<file path="config.mk">
export PLATFORM = sky130hd
export DESIGN_NAME = prim_query_arbiter_flat
export DESIGN_NICKNAME = d
export VERILOG_FILES = /design/src/rtl/prim_query_arbiter_pkg.sv /design/src/rtl/prim_query_arbiter_if.sv /design/src/rtl/prim_query_tag_pipe.sv /design/src/rtl/prim_query_arbiter.sv /design/src/flat_wrapper.sv
export SDC_FILE = /design/constraint.sdc
export NUM_CORES = 1
export LEC_CHECK = 0
export CAP_MARGIN = 40
export CORE_UTILIZATION = 34
export DETAILED_ROUTE_END_ITERATION = 7
export PLACE_DENSITY = 0.86
export SLEW_MARGIN = 20
export SYNTH_ARGS = -nofsm -noshare
export SYNTH_HDL_FRONTEND = slang
export SYNTH_SLANG_ARGS = --single-unit
</file>
<file path="constraint.sdc">
create_clock -name clk -period 1 [get_ports clk]
set_input_delay 0.1 -clock clk [delete_from_list [all_inputs] [get_ports clk]]
set_output_delay 0.1 -clock clk [all_outputs]
set_load 0.1 [all_outputs]
</file>
<file path="src/rtl/prim_query_arbiter_pkg.sv">
// rtl/prim_query_arbiter_pkg.sv - shared types and defaults for the primitive query arbiter
//
// Holds the requester ID enum, the range-query struct built on the primitive and
// node index types, the lock FSM state enum, and a width helper. The struct uses
// the default index widths.
package prim_query_arbiter_pkg;

  localparam int unsigned PQ_NUM_REQ     = 2;
  localparam int unsigned PQ_PRIM_IDX_W  = 8;
  localparam int unsigned PQ_NODE_IDX_W  = 6;
  localparam int unsigned PQ_MEM_LATENCY = 2;

  typedef enum logic [1:0] {
    REQ_CLOSEST_HIT = 2'd0,
    REQ_SHADOW      = 2'd1,
    REQ_REFLECT     = 2'd2
  } req_id_e;

  typedef logic [PQ_PRIM_IDX_W-1:0] prim_idx_t;
  typedef logic [PQ_NODE_IDX_W-1:0] node_idx_t;

  typedef struct packed {
    prim_idx_t start_idx;
    prim_idx_t end_idx;
    node_idx_t node_idx;
  } prim_query_t;

  typedef enum logic {
    ARB_ROUND_ROBIN = 1'b0,
    ARB_LOCKED      = 1'b1
  } arb_state_e;

  // A requester ID must be at least one bit wide, even for a single requester.
  function automatic int unsigned id_width(input int unsigned n);
    return (n > 1) ? $clog2(n) : 1;
  endfunction

endpackage

</file>
<file path="src/rtl/prim_query_arbiter_if.sv">
// rtl/prim_query_arbiter_if.sv - requester/memory bus bundle for the primitive query arbiter
//
// Signals:
//   req, req_start, req_end, req_node : per-requester range queries (flattened)
//   gnt, rsp_valid                     : one-hot grant and returned-data strobe
//   mem_ready                          : shared read port accepts a query
//   q_valid, q_start, q_end, q_node    : query issued on the shared port
//   busy                               : any query in flight
//   lock                               : per-requester port lock (PQARB_LOCK_EN only)
// Modports: slave = arbiter side, master = requesters/memory side.
interface prim_query_arbiter_if
  import prim_query_arbiter_pkg::*;
#(
  parameter int unsigned NUM_REQ    = PQ_NUM_REQ,
  parameter int unsigned PRIM_IDX_W = PQ_PRIM_IDX_W,
  parameter int unsigned NODE_IDX_W = PQ_NODE_IDX_W
);

  logic [NUM_REQ-1:0]            req;
  logic [NUM_REQ*PRIM_IDX_W-1:0] req_start;
  logic [NUM_REQ*PRIM_IDX_W-1:0] req_end;
  logic [NUM_REQ*NODE_IDX_W-1:0] req_node;
  logic [NUM_REQ-1:0]            gnt;
  logic [NUM_REQ-1:0]            rsp_valid;
  logic                          mem_ready;
  logic                          q_valid;
  logic [PRIM_IDX_W-1:0]         q_start;
  logic [PRIM_IDX_W-1:0]         q_end;
  logic [NODE_IDX_W-1:0]         q_node;
  logic                          busy;
`ifdef PQARB_LOCK_EN
  logic [NUM_REQ-1:0]            lock;

  modport slave (
    input  req, req_start, req_end, req_node, mem_ready, lock,
    output gnt, rsp_valid, q_valid, q_start, q_end, q_node, busy
  );

  modport master (
    output req, req_start, req_end, req_node, mem_ready, lock,
    input  gnt, rsp_valid, q_valid, q_start, q_end, q_node, busy
  );
`else
  modport slave (
    input  req, req_start, req_end, req_node, mem_ready,
    output gnt, rsp_valid, q_valid, q_start, q_end, q_node, busy
  );

  modport master (
    output req, req_start, req_end, req_node, mem_ready,
    input  gnt, rsp_valid, q_valid, q_start, q_end, q_node, busy
  );
`endif

endinterface

</file>
<file path="src/rtl/prim_query_tag_pipe.sv">
// rtl/prim_query_tag_pipe.sv - fixed-latency {valid,id} tag pipeline steering rsp_valid
//
// Ports:
//   clk, resetn : clock, asynchronous active-low reset
//   in_valid    : a grant was made this cycle
//   in_id       : ID of the granted requester
//   rsp_valid   : one-hot, registered, DEPTH+1 cycles after in_valid
//   pipe_busy   : any stage holds a valid tag
module prim_query_tag_pipe #(
  parameter int unsigned NUM_REQ = 2,
  parameter int unsigned ID_W    = 1,
  parameter int unsigned DEPTH   = 2
) (
  input  logic               clk,
  input  logic               resetn,
  input  logic               in_valid,
  input  logic [ID_W-1:0]    in_id,
  output logic [NUM_REQ-1:0] rsp_valid,
  output logic               pipe_busy
);

  logic [DEPTH-1:0] vld_q;
  logic [ID_W-1:0]  id_q [DEPTH];

  // Stage 0 loads alongside q_valid, so the tag sits in stage DEPTH-1 exactly
  // DEPTH-1 cycles after issue; the registered decode below adds the final cycle.
  always_ff @(posedge clk or negedge resetn) begin
    if (!resetn) begin
      vld_q     <= '0;
      rsp_valid <= '0;
      for (int k = 0; k < DEPTH; k++) begin
        id_q[k] <= '0;
      end
    end else begin
      vld_q[0] <= in_valid;
      id_q[0]  <= in_id;
      for (int k = 1; k < DEPTH; k++) begin
        vld_q[k] <= vld_q[k-1];
        id_q[k]  <= id_q[k-1];
      end
      rsp_valid <= '0;
      if (vld_q[DEPTH-1]) begin
        rsp_valid[id_q[DEPTH-1]] <= 1'b1;
      end
    end
  end

  assign pipe_busy = |vld_q;

endmodule

</file>
<file path="src/rtl/prim_query_arbiter.sv">
// rtl/prim_query_arbiter.sv - round-robin arbiter sharing one primitive/BVH-node read port
//
// Ports:
//   clk    : clock
//   resetn : asynchronous active-low reset
//   bus    : prim_query_arbiter_if.slave (requests, grant, shared query port,
//            response steering, busy)
// Optional: define PQARB_LOCK_EN to add the per-requester lock input and the
//           ARB_ROUND_ROBIN / ARB_LOCKED ownership FSM.
module prim_query_arbiter
  import prim_query_arbiter_pkg::*;
#(
  parameter int unsigned NUM_REQ     = PQ_NUM_REQ,
  parameter int unsigned PRIM_IDX_W  = PQ_PRIM_IDX_W,
  parameter int unsigned NODE_IDX_W  = PQ_NODE_IDX_W,
  parameter int unsigned MEM_LATENCY = PQ_MEM_LATENCY
) (
  input  logic                 clk,
  input  logic                 resetn,
  prim_query_arbiter_if.slave  bus
);

  localparam int unsigned ID_W = id_width(NUM_REQ);
  typedef logic [ID_W-1:0] id_t;

  id_t                   rr_ptr;
  logic [NUM_REQ-1:0]    eligible;
  logic [NUM_REQ-1:0]    gnt_c;
  logic                  gnt_any;
  id_t                   gnt_id;
  logic [ID_W:0]         cand;
  logic                  rr_load;
  id_t                   rr_next;

  logic [PRIM_IDX_W-1:0] sel_start;
  logic [PRIM_IDX_W-1:0] sel_end;
  logic [NODE_IDX_W-1:0] sel_node;

  logic                  q_valid_q;
  logic [PRIM_IDX_W-1:0] q_start_q;
  logic [PRIM_IDX_W-1:0] q_end_q;
  logic [NODE_IDX_W-1:0] q_node_q;
  logic                  pipe_busy;

  function automatic id_t wrap_inc(input id_t v);
    logic [ID_W:0] s;
    s = {1'b0, v} + (ID_W+1)'(1);
    if (s >= (ID_W+1)'(NUM_REQ)) begin
      s = '0;
    end
    return s[ID_W-1:0];
  endfunction

  // Search upward from rr_ptr with wrap; first eligible requester wins.
  // Grant is held low during reset so nothing is consumed while the port is dead.
  always_comb begin
    gnt_c   = '0;
    gnt_any = 1'b0;
    gnt_id  = '0;
    cand    = '0;
    if (resetn && bus.mem_ready) begin
      for (int i = 0; i < NUM_REQ; i++) begin
        cand = {1'b0, rr_ptr} + (ID_W+1)'(i);
        if (cand >= (ID_W+1)'(NUM_REQ)) begin
          cand = cand - (ID_W+1)'(NUM_REQ);
        end
        if (!gnt_any && eligible[cand[ID_W-1:0]]) begin
          gnt_any = 1'b1;
          gnt_id  = cand[ID_W-1:0];
        end
      end
    end
    if (gnt_any) begin
      gnt_c[gnt_id] = 1'b1;
    end
  end

  always_comb begin
    sel_start = '0;
    sel_end   = '0;
    sel_node  = '0;
    for (int i = 0; i < NUM_REQ; i++) begin
      if (gnt_c[i]) begin
        sel_start = bus.req_start[i*PRIM_IDX_W +: PRIM_IDX_W];
        sel_end   = bus.req_end[i*PRIM_IDX_W +: PRIM_IDX_W];
        sel_node  = bus.req_node[i*NODE_IDX_W +: NODE_IDX_W];
      end
    end
  end

`ifdef PQARB_LOCK_EN
  arb_state_e state_q;
  arb_state_e state_d;
  id_t        owner_q;
  id_t        owner_d;

  always_ff @(posedge clk or negedge resetn) begin
    if (!resetn) begin
      state_q <= ARB_ROUND_ROBIN;
      owner_q <= '0;
    end else begin
      state_q <= state_d;
      owner_q <= owner_d;
    end
  end

  // The owner leaves the lock either by taking a final grant without lock, or
  // by abandoning the port altogether (req and lock both low).
  always_comb begin
    state_d = state_q;
    owner_d = owner_q;
    case (state_q)
      ARB_ROUND_ROBIN: begin
        if (gnt_any && bus.lock[gnt_id]) begin
          state_d = ARB_LOCKED;
          owner_d = gnt_id;
        end
      end
      ARB_LOCKED: begin
        if ((gnt_any && !bus.lock[owner_q]) ||
            (!bus.req[owner_q] && !bus.lock[owner_q])) begin
          state_d = ARB_ROUND_ROBIN;
        end
      end
      default: state_d = ARB_ROUND_ROBIN;
    endcase
  end

  always_comb begin
    eligible = '0;
    if (state_q == ARB_LOCKED) begin
      eligible[owner_q] = bus.req[owner_q];
    end else begin
      eligible = bus.req;
    end
  end

  // Entering the lock keeps rr_ptr; it moves past the owner only when the lock ends.
  assign rr_load = (state_q == ARB_LOCKED) ? (state_d == ARB_ROUND_ROBIN)
                                           : (gnt_any && !bus.lock[gnt_id]);
  assign rr_next = wrap_inc((state_q == ARB_LOCKED) ? owner_q : gnt_id);
`else
  assign eligible = bus.req;
  assign rr_load  = gnt_any;
  assign rr_next  = wrap_inc(gnt_id);
`endif

  always_ff @(posedge clk or negedge resetn) begin
    if (!resetn) begin
      rr_ptr    <= '0;
      q_valid_q <= 1'b0;
      q_start_q <= '0;
      q_end_q   <= '0;
      q_node_q  <= '0;
    end else begin
      if (rr_load) begin
        rr_ptr <= rr_next;
      end
      q_valid_q <= gnt_any;
      if (gnt_any) begin
        q_start_q <= sel_start;
        q_end_q   <= sel_end;
        q_node_q  <= sel_node;
      end
    end
  end

  prim_query_tag_pipe #(
    .NUM_REQ (NUM_REQ),
    .ID_W    (ID_W),
    .DEPTH   (MEM_LATENCY)
  ) u_tag_pipe (
    .clk       (clk),
    .resetn    (resetn),
    .in_valid  (gnt_any),
    .in_id     (gnt_id),
    .rsp_valid (bus.rsp_valid),
    .pipe_busy (pipe_busy)
  );

  assign bus.gnt     = gnt_c;
  assign bus.q_valid = q_valid_q;
  assign bus.q_start = q_start_q;
  assign bus.q_end   = q_end_q;
  assign bus.q_node  = q_node_q;
  assign bus.busy    = q_valid_q | pipe_busy;

endmodule

</file>
<file path="src/flat_wrapper.sv">
// flat-port wrapper written by rule: the top's interface ports become plain ports
module prim_query_arbiter_flat import prim_query_arbiter_pkg::*;
#(
  parameter int unsigned NUM_REQ     = PQ_NUM_REQ,
  parameter int unsigned PRIM_IDX_W  = PQ_PRIM_IDX_W,
  parameter int unsigned NODE_IDX_W  = PQ_NODE_IDX_W,
  parameter int unsigned MEM_LATENCY = PQ_MEM_LATENCY
)
  (clk, resetn, bus_req, bus_req_start, bus_req_end, bus_req_node, bus_mem_ready, bus_gnt, bus_rsp_valid, bus_q_valid, bus_q_start, bus_q_end, bus_q_node, bus_busy);
  prim_query_arbiter_if #(.NUM_REQ(NUM_REQ), .PRIM_IDX_W(PRIM_IDX_W), .NODE_IDX_W(NODE_IDX_W)) bus_i ();
  input  logic clk;
  input  logic resetn;
  input wire logic [$bits(bus_i.req)-1:0] bus_req;
  input wire logic [$bits(bus_i.req_start)-1:0] bus_req_start;
  input wire logic [$bits(bus_i.req_end)-1:0] bus_req_end;
  input wire logic [$bits(bus_i.req_node)-1:0] bus_req_node;
  input wire logic [$bits(bus_i.mem_ready)-1:0] bus_mem_ready;
  output wire logic [$bits(bus_i.gnt)-1:0] bus_gnt;
  output wire logic [$bits(bus_i.rsp_valid)-1:0] bus_rsp_valid;
  output wire logic [$bits(bus_i.q_valid)-1:0] bus_q_valid;
  output wire logic [$bits(bus_i.q_start)-1:0] bus_q_start;
  output wire logic [$bits(bus_i.q_end)-1:0] bus_q_end;
  output wire logic [$bits(bus_i.q_node)-1:0] bus_q_node;
  output wire logic [$bits(bus_i.busy)-1:0] bus_busy;
  assign bus_i.req = bus_req;
  assign bus_i.req_start = bus_req_start;
  assign bus_i.req_end = bus_req_end;
  assign bus_i.req_node = bus_req_node;
  assign bus_i.mem_ready = bus_mem_ready;
  assign bus_gnt = bus_i.gnt;
  assign bus_rsp_valid = bus_i.rsp_valid;
  assign bus_q_valid = bus_i.q_valid;
  assign bus_q_start = bus_i.q_start;
  assign bus_q_end = bus_i.q_end;
  assign bus_q_node = bus_i.q_node;
  assign bus_busy = bus_i.busy;
  prim_query_arbiter #(.NUM_REQ(NUM_REQ), .PRIM_IDX_W(PRIM_IDX_W), .NODE_IDX_W(NODE_IDX_W), .MEM_LATENCY(MEM_LATENCY)) u_core (.clk(clk), .resetn(resetn), .bus(bus_i));
endmodule
</file>
==> results of run 1 <==
power by group through the flow:
stage               Combinational, W  Clock, W  Sequential, W
floorplan                   0.000404         0        0.00268
global placement             0.00263         0        0.00158
detailed placement           0.00267         0        0.00159
CTS                          0.00271   0.00110        0.00157
global route                 0.00288   0.00117        0.00158
finish                       0.00278   0.00107        0.00156
cell usage after synthesis:
| master | instances |
|---|---|
| inv_1 | 1 |
| nand2b_1 | 1 |
| buf_2 | 9 |
| o21ai_0 | 22 |
| a31oi_1 | 22 |
| o211a_1 | 1 |
| and3_1 | 2 |
| nand4_1 | 22 |
| a21boi_1 | 1 |
| nor2_1 | 24 |
| dfrtp_1 | 29 |
| buf_4 | 1 |
| and2_1 | 1 |
| clkbuf_1 | 4 |
| nor2b_1 | 2 |
| buf_6 | 4 |
| or2_2 | 1 |
through the flow:
stage / util (%) / setup WS (ps) / instances
floorplan: - / -420 / 147
global placement: 68.6 / -490 / 270
detailed placement: 68.6 / -561 / 270
CTS: 72.7 / -281 / 283
global route: 74.2 / -309 / 287
finish: 74.2 / -271 / 287
per-layer routing:
metal	wire, um	share of wire, %	global-route usage (%)	up-vias
met5	0	0	0	-
met4	72	1.6	7.88	0
met3	379	8.5	8.16	10
met2	2300	52	38.1	73
met1	1700	38	25.2	724
li1	-	-	-	729
worst register-to-register path: cells and delay by family (launching register included):
| kind | cells | cell delay [ps] |
|---|---|---|
| flip-flops | 1 | 380 |
| buffers and inverters | 2 | 310 |
| AO/OA/AOI/OAI | 2 | 250 |
| AND/OR/NAND/NOR | 1 | 160 |
kinds of logic (layout without fill, tap and decap cells):
logic type | Yosys count | count (layout) | synth area share, %
buffers and inverters | 19 | 111 | 8.44
AND/OR/NAND/NOR | 53 | 53 | 19.7
flip-flops | 29 | 29 | 52.6
AO/OA/AOI/OAI | 46 | 46 | 19.2
cell type report:
class	instances	share of cell area, %
inverter	1	0.134
sequential	29	27.0
clock inverter	1	0.179
timing repair buffer	102	46.1
clock buffer	7	3.44
multi-input combinational	99	20.9
tap	48	2.15
final timing paths:
kind	endpoint	slack, ps	depth (start not counted)
max reg2reg	u_core.bus.q_start[2]	-180	5
min in group clk	u_core.u_tag_pipe.id_q[0]	370	0
min reg2reg	u_core.u_tag_pipe.id_q[0]	370	0
min	u_core.u_tag_pipe.id_q[0]	70	2
max in group asynchronous	u_core.u_tag_pipe.vld_q[0]	620	2
max	bus_busy	-270	2
what timing repair did:
action / CTS / global route
cloned: 1 / 0
gates resized for setup: 11 / 23
hold buffers: 0 / 0
endpoints found under the setup margin: 28 / 43
pin swaps: 1 / 22
buffers inserted: 4 / 4
state kept, by name (all words and copies together), names as in the netlist:
signal                       count
u_core.u_tag_pipe.id_q           2
u_core.bus.q_node                6
u_core.u_tag_pipe.rsp_valid      2
u_core.bus.q_end                 8
u_core.rr_ptr                    1
u_core.bus.q_start               8
u_core.u_tag_pipe.vld_q          2
==> impl_metrics.py, run 1 <==
metrics = {
    "global_route": {
        "antenna_found_initial": 0,
        "grt_max_degree": 30,
        "track_usage_pct": 22.3,
        "grt_pass1_wl_um": 7120,
        "grt_overflow": 0,
        "grt_pass1_vias": 1514,
    },
    "synthesis": {
        "synth_top_area_share_pct": 52.6,
        "syn_nets": 196,
        "syn_inst": 147,
        "avgSynthCellArea_um2": 9.38,
        "synthesis.area_um2": 1380,
        "synth-seq-cells": 29,
        "synth_area_leader_cell": "dfrtp_1",
        "ys_seq_area_share_pct": 52.6,
        "yosysUniqueCellTypes": 17,
        "yosys_warnings": 0,
        "synth_area_leaders": "dfrtp_1 (53%), a31oi_1 (10%), nand4_1 (10%)",
    },
    "timing": {
        "hold_violations": 0,
        "max_freq_mhz": 787,
        "finalCriticalPeriod_ps": 1270,
        "finalSetupViolations": 28,
        "finalCritPeriodShare_pct": 127,
        "holdWs_ps": 73.5,
        "setup_slack_ps": -271,
        "fin_setup_tns_ps": -4310,
        "skew_ps": 5.40,
        "slew_headroom_pct": 74.7,
        "max_slew.worst_pin.slew_ps": 380,
        "rsz0062_at_grt": "true",
        "maxSlewViolCount": 0,
    },
    "power_and_ir_drop": {
        "p_comb_share_pct": 51.3,
        "switching_share_pct": 42.8,
        "p_sw_w": 0.00232,
        "leakage_nw": 1.13,
        "power_w": 0.00542,
        "powerDensity_nw_per_um2": 1940,
        "p_seq_share_pct": 28.9,
        "ir_worst_vdd_v": 0.000971,
        "internal_power_w": 0.00310,
        "clockPowerShare_pct": 19.8,
    },
    "cts": {
        "clock_path_buffers": 2,
        "cts.clk_slew.worst_paths_ps": 70,
        "cts_tree": "done",
        "cts_buffers": 5,
        "numClockSinks": 29,
        "root_buffer": "clkbuf_8",
        "h-tree-depth": 2,
        "clock_latency_ps": 280,
    },
    "status": {
        "status": "finished with violations",
        "violations": "setup timing",
    },
    "routing": {
        "viasPerCell": 5.35,
        "vias": 1536,
        "drt-initial-drc-count": 81,
        "wl_per_cell_um": 15.5,
        "drc": 0,
        "ant_nets": 0,
        "firstDrtPassIters": 4,
        "wl_um": 4460,
    },
    "setup_path": {
        "path_cells": "or2_4, buf_12",
        "cp-startpoint": "u_core.u_tag_pipe.vld_q[0]",
        "path_class": "reg -> out",
        "cp-start-kind": "flop",
        "r2r-start": "u_core.rr_ptr",
        "worstPathArrival_ps": 1170,
        "slowest_stage": "dfrtp_4",
        "cp.required_ps": 900,
        "cp_max_fo": 2,
        "crit_family": "flip-flops",
        "cp-end-kind": "primary output",
        "cp.buffers_inverters": 1,
        "cp_slowest_stage_delay_ps": 480,
    },
    "cells_and_area": {
        "final_common_cell": "clkdlybuf4s50_1",
        "diodes": 0,
        "layout-drive-gt1-share_pct": 38.9,
        "final_cell_mix": "clkdlybuf4s50_1 (44), buf_12 (31), nor2_1 (24)",
        "multi_input_area_um2": 586,
        "stdcell_area_um2": 2800,
        "fin_nets": 287,
        "register_area_um2": 757,
        "fill_cells": 269,
        "syn_to_final_growth_pct": 103,
    },
    "floorplan": {
        "initial_core_util_pct": 36.6,
        "rows": 22,
        "die_w_um": 65.7,
        "io_pins": 77,
        "chipHeight_um": 65.7,
        "core_area_um2": 3770,
        "die_area_um2": 4310,
    },
    "worst_hold_path": {
        "hp-class": "in -> async",
    },
    "placed_design": {
        "gp_congestion": 0.767,
        "port_buffers": 76,
        "dpl_cell_area_um2": 2590,
        "hpwl_um": 3190,
    },
    "flow_run": {
        "drv_cap": 0,
    },
}
Note: power is estimated with default switching activity, not from simulation.
==> run 2: changes to the inputs <==
--- a/config.mk
+++ b/config.mk
@@ -9,6 +9,7 @@
 export CORE_UTILIZATION = 34
 export DETAILED_ROUTE_END_ITERATION = 7
 export PLACE_DENSITY = 0.86
+export REMOVE_ABC_BUFFERS = 1
 export SLEW_MARGIN = 20
 export SYNTH_ARGS = -nofsm -noshare
 export SYNTH_HDL_FRONTEND = slang
==> impl_metrics.py, run 2 (synthesis gave the netlist of run 1 again) <==
metrics = {
    "cts": {
        "clock_latency_ps": 280,
        "clock_path_buffers": 2,
        "root_buffer": "clkbuf_8",
        "cts.clk_slew.worst_paths_ps": 60,
        "h-tree-depth": 2,
        "cts_buffers": 5,
        "numClockSinks": 29,
        "cts_tree": "done",
    },
    "cells_and_area": {
        "final_cell_mix": "clkdlybuf4s50_1 (44), buf_12 (30), dfrtp_1 (29)",
        "syn_to_final_growth_pct": 106,
        "fin_nets": 291,
        "post-route-util_pct": 75.3,
        "diodes": 0,
        "final_cells": 291,
        "layout-drive-gt1-share_pct": 30.9,
        "final_common_cell": "clkdlybuf4s50_1",
    },
    "floorplan": {
        "die_area_um2": 4310,
        "io_pins": 77,
        "core_area_um2": 3770,
        "die_w_um": 65.7,
        "rows": 22,
        "initial_core_util_pct": 36.6,
        "chipHeight_um": 65.7,
    },
    "placed_design": {
        "gp_congestion": 0.699,
        "place_ws_ps": -538,
        "numPlacedInstances": 269,
        "hpwl_um": 3130,
        "port_buffers": 76,
    },
    "setup_path": {
        "slowest_stage": "dfrtp_1",
        "cp-start-kind": "flop",
        "cp-end-kind": "primary output",
        "cp-startpoint": "u_core.rr_ptr",
        "cp.required_ps": 900,
        "r2r-end": "u_core.bus.q_end[3]",
        "crit_end": "bus_gnt[0]",
        "worstPathArrival_ps": 1230,
        "cp_slowest_stage_delay_ps": 390,
        "cp_max_fo": 3,
        "path_cells": "nand2b_4, a21boi_2, buf_4, buf_12",
        "path_class": "reg -> out",
        "r2r_setup_slack_ps": -200,
        "r2r-start": "u_core.rr_ptr",
        "rr_worst_depth": 6,
    },
    "routing": {
        "ant_nets": 0,
        "drc": 0,
        "vias": 1527,
        "viasPerCell": 5.25,
        "wl_um": 4760,
        "wl_per_cell_um": 16.4,
        "firstDrtPassIters": 4,
        "drt-initial-drc-count": 82,
    },
    "global_route": {
        "grt_pass1_vias": 1576,
        "grt_pass1_wl_um": 7320,
        "grt_max_degree": 37,
        "track_usage_pct": 23.2,
        "antenna_found_initial": 0,
        "grt_overflow": 0,
    },
    "timing": {
        "max_freq_mhz": 754,
        "skew_ps": 4.80,
        "slew_headroom_pct": 74.9,
        "finalSetupViolations": 29,
        "finalCriticalPeriod_ps": 1330,
        "finalCritPeriodShare_pct": 133,
        "max_slew.worst_pin.slew_ps": 376,
        "maxSlewViolCount": 0,
        "rsz0062_at_grt": "true",
        "holdWs_ps": 40.4,
        "setup_slack_ps": -326,
        "hold_violations": 0,
    },
    "power_and_ir_drop": {
        "ir_worst_vdd_v": 0.00120,
        "leakage_nw": 1.18,
        "powerDensity_nw_per_um2": 1870,
    },
    "flow_run": {
        "drv_cap": 0,
    },
    "status": {
        "violations": "setup timing",
        "status": "finished with violations",
    },
    "worst_hold_path": {
        "hp-class": "in -> async",
    },
}
-- run 2: cell types whose count changed in the layout (fill, tap and decap cells not counted), sizes merged --
cell	change
buf	+2
bufbuf	+2
clkbuf	+2
dlygate4sd2	-2
clkdlybuf4s15	+1
clkinv	-1
-- run 2: report_power, final --
part	switching (W)	leakage [nW]	total [W]	internal, W
clock	0.000444	0.0395	0.000937	0.000493
sequential	0.000191	0.342	0.00154	0.00135
combinational	0.00169	0.802	0.00283	0.00115
total	0.00232	1.18	0.00531	0.00299
-- run 2: per-stage QoR --
stage          area, um^2  setup TNS [ps]  total power [W]
2_1_floorplan        1270          -19320          0.00296
3_3_place_gp         2510          -12220          0.00414
3_5_place_dp         2510          -12690          0.00419
4_1_cts              2750           -4150          0.00521
5_1_grt              2840           -5830          0.00550
6_report             2840           -4750          0.00531
-- run 2: cell type report --
| class | instances | area, um^2 |
|---|---|---|
| tap | 48 | 60.1 |
| sequential | 29 | 726 |
| timing repair buffer | 106 | 1390 |
| clock buffer | 8 | 80.1 |
| fill | 256 | 930 |
| inverter | 1 | 3.75 |
| multi-input combinational | 99 | 586 |
-- run 2: per-layer routing --
layer  wire (um)  vias to the layer above  global-route usage, %
met5           0                        -                      0
met4         195                        0                   12.0
met3         248                       17                   5.38
met2        2500                       60                   40.3
met1        1820                      713                   26.0
li1            -                      737                      -
-- run 2: critical path, delay by kind of cell, from the launching register on --
family                 cells  cell delay [ps]
flip-flops                 1              390
AND/OR/NAND/NOR            1              160
AO/OA/AOI/OAI              1              110
buffers and inverters      2              280
-- run 2: timing repair --
action | CTS | global route
pin swaps | 17 | 16
gates cloned | 2 | 1
setup buffers | 6 | 7
resized for setup | 23 | 21
hold buffers | 0 | 0
setup endpoints to repair | 29 | 39
-- run 2: worst min-delay path by stage --
stage	startpoint	slack [ps]	endpoint
2_1_floorplan	resetn	-200	u_core.bus.q_end[0]
3_3_place_gp	u_core.u_tag_pipe.id_q[1]	340	u_core.u_tag_pipe.id_q[0]
3_5_place_dp	u_core.u_tag_pipe.id_q[1]	350	u_core.u_tag_pipe.id_q[0]
4_1_cts	resetn	40	u_core.bus.q_end[6]
5_1_grt	resetn	60	u_core.bus.q_end[3]
6_report	resetn	40	u_core.u_tag_pipe.vld_q[0]
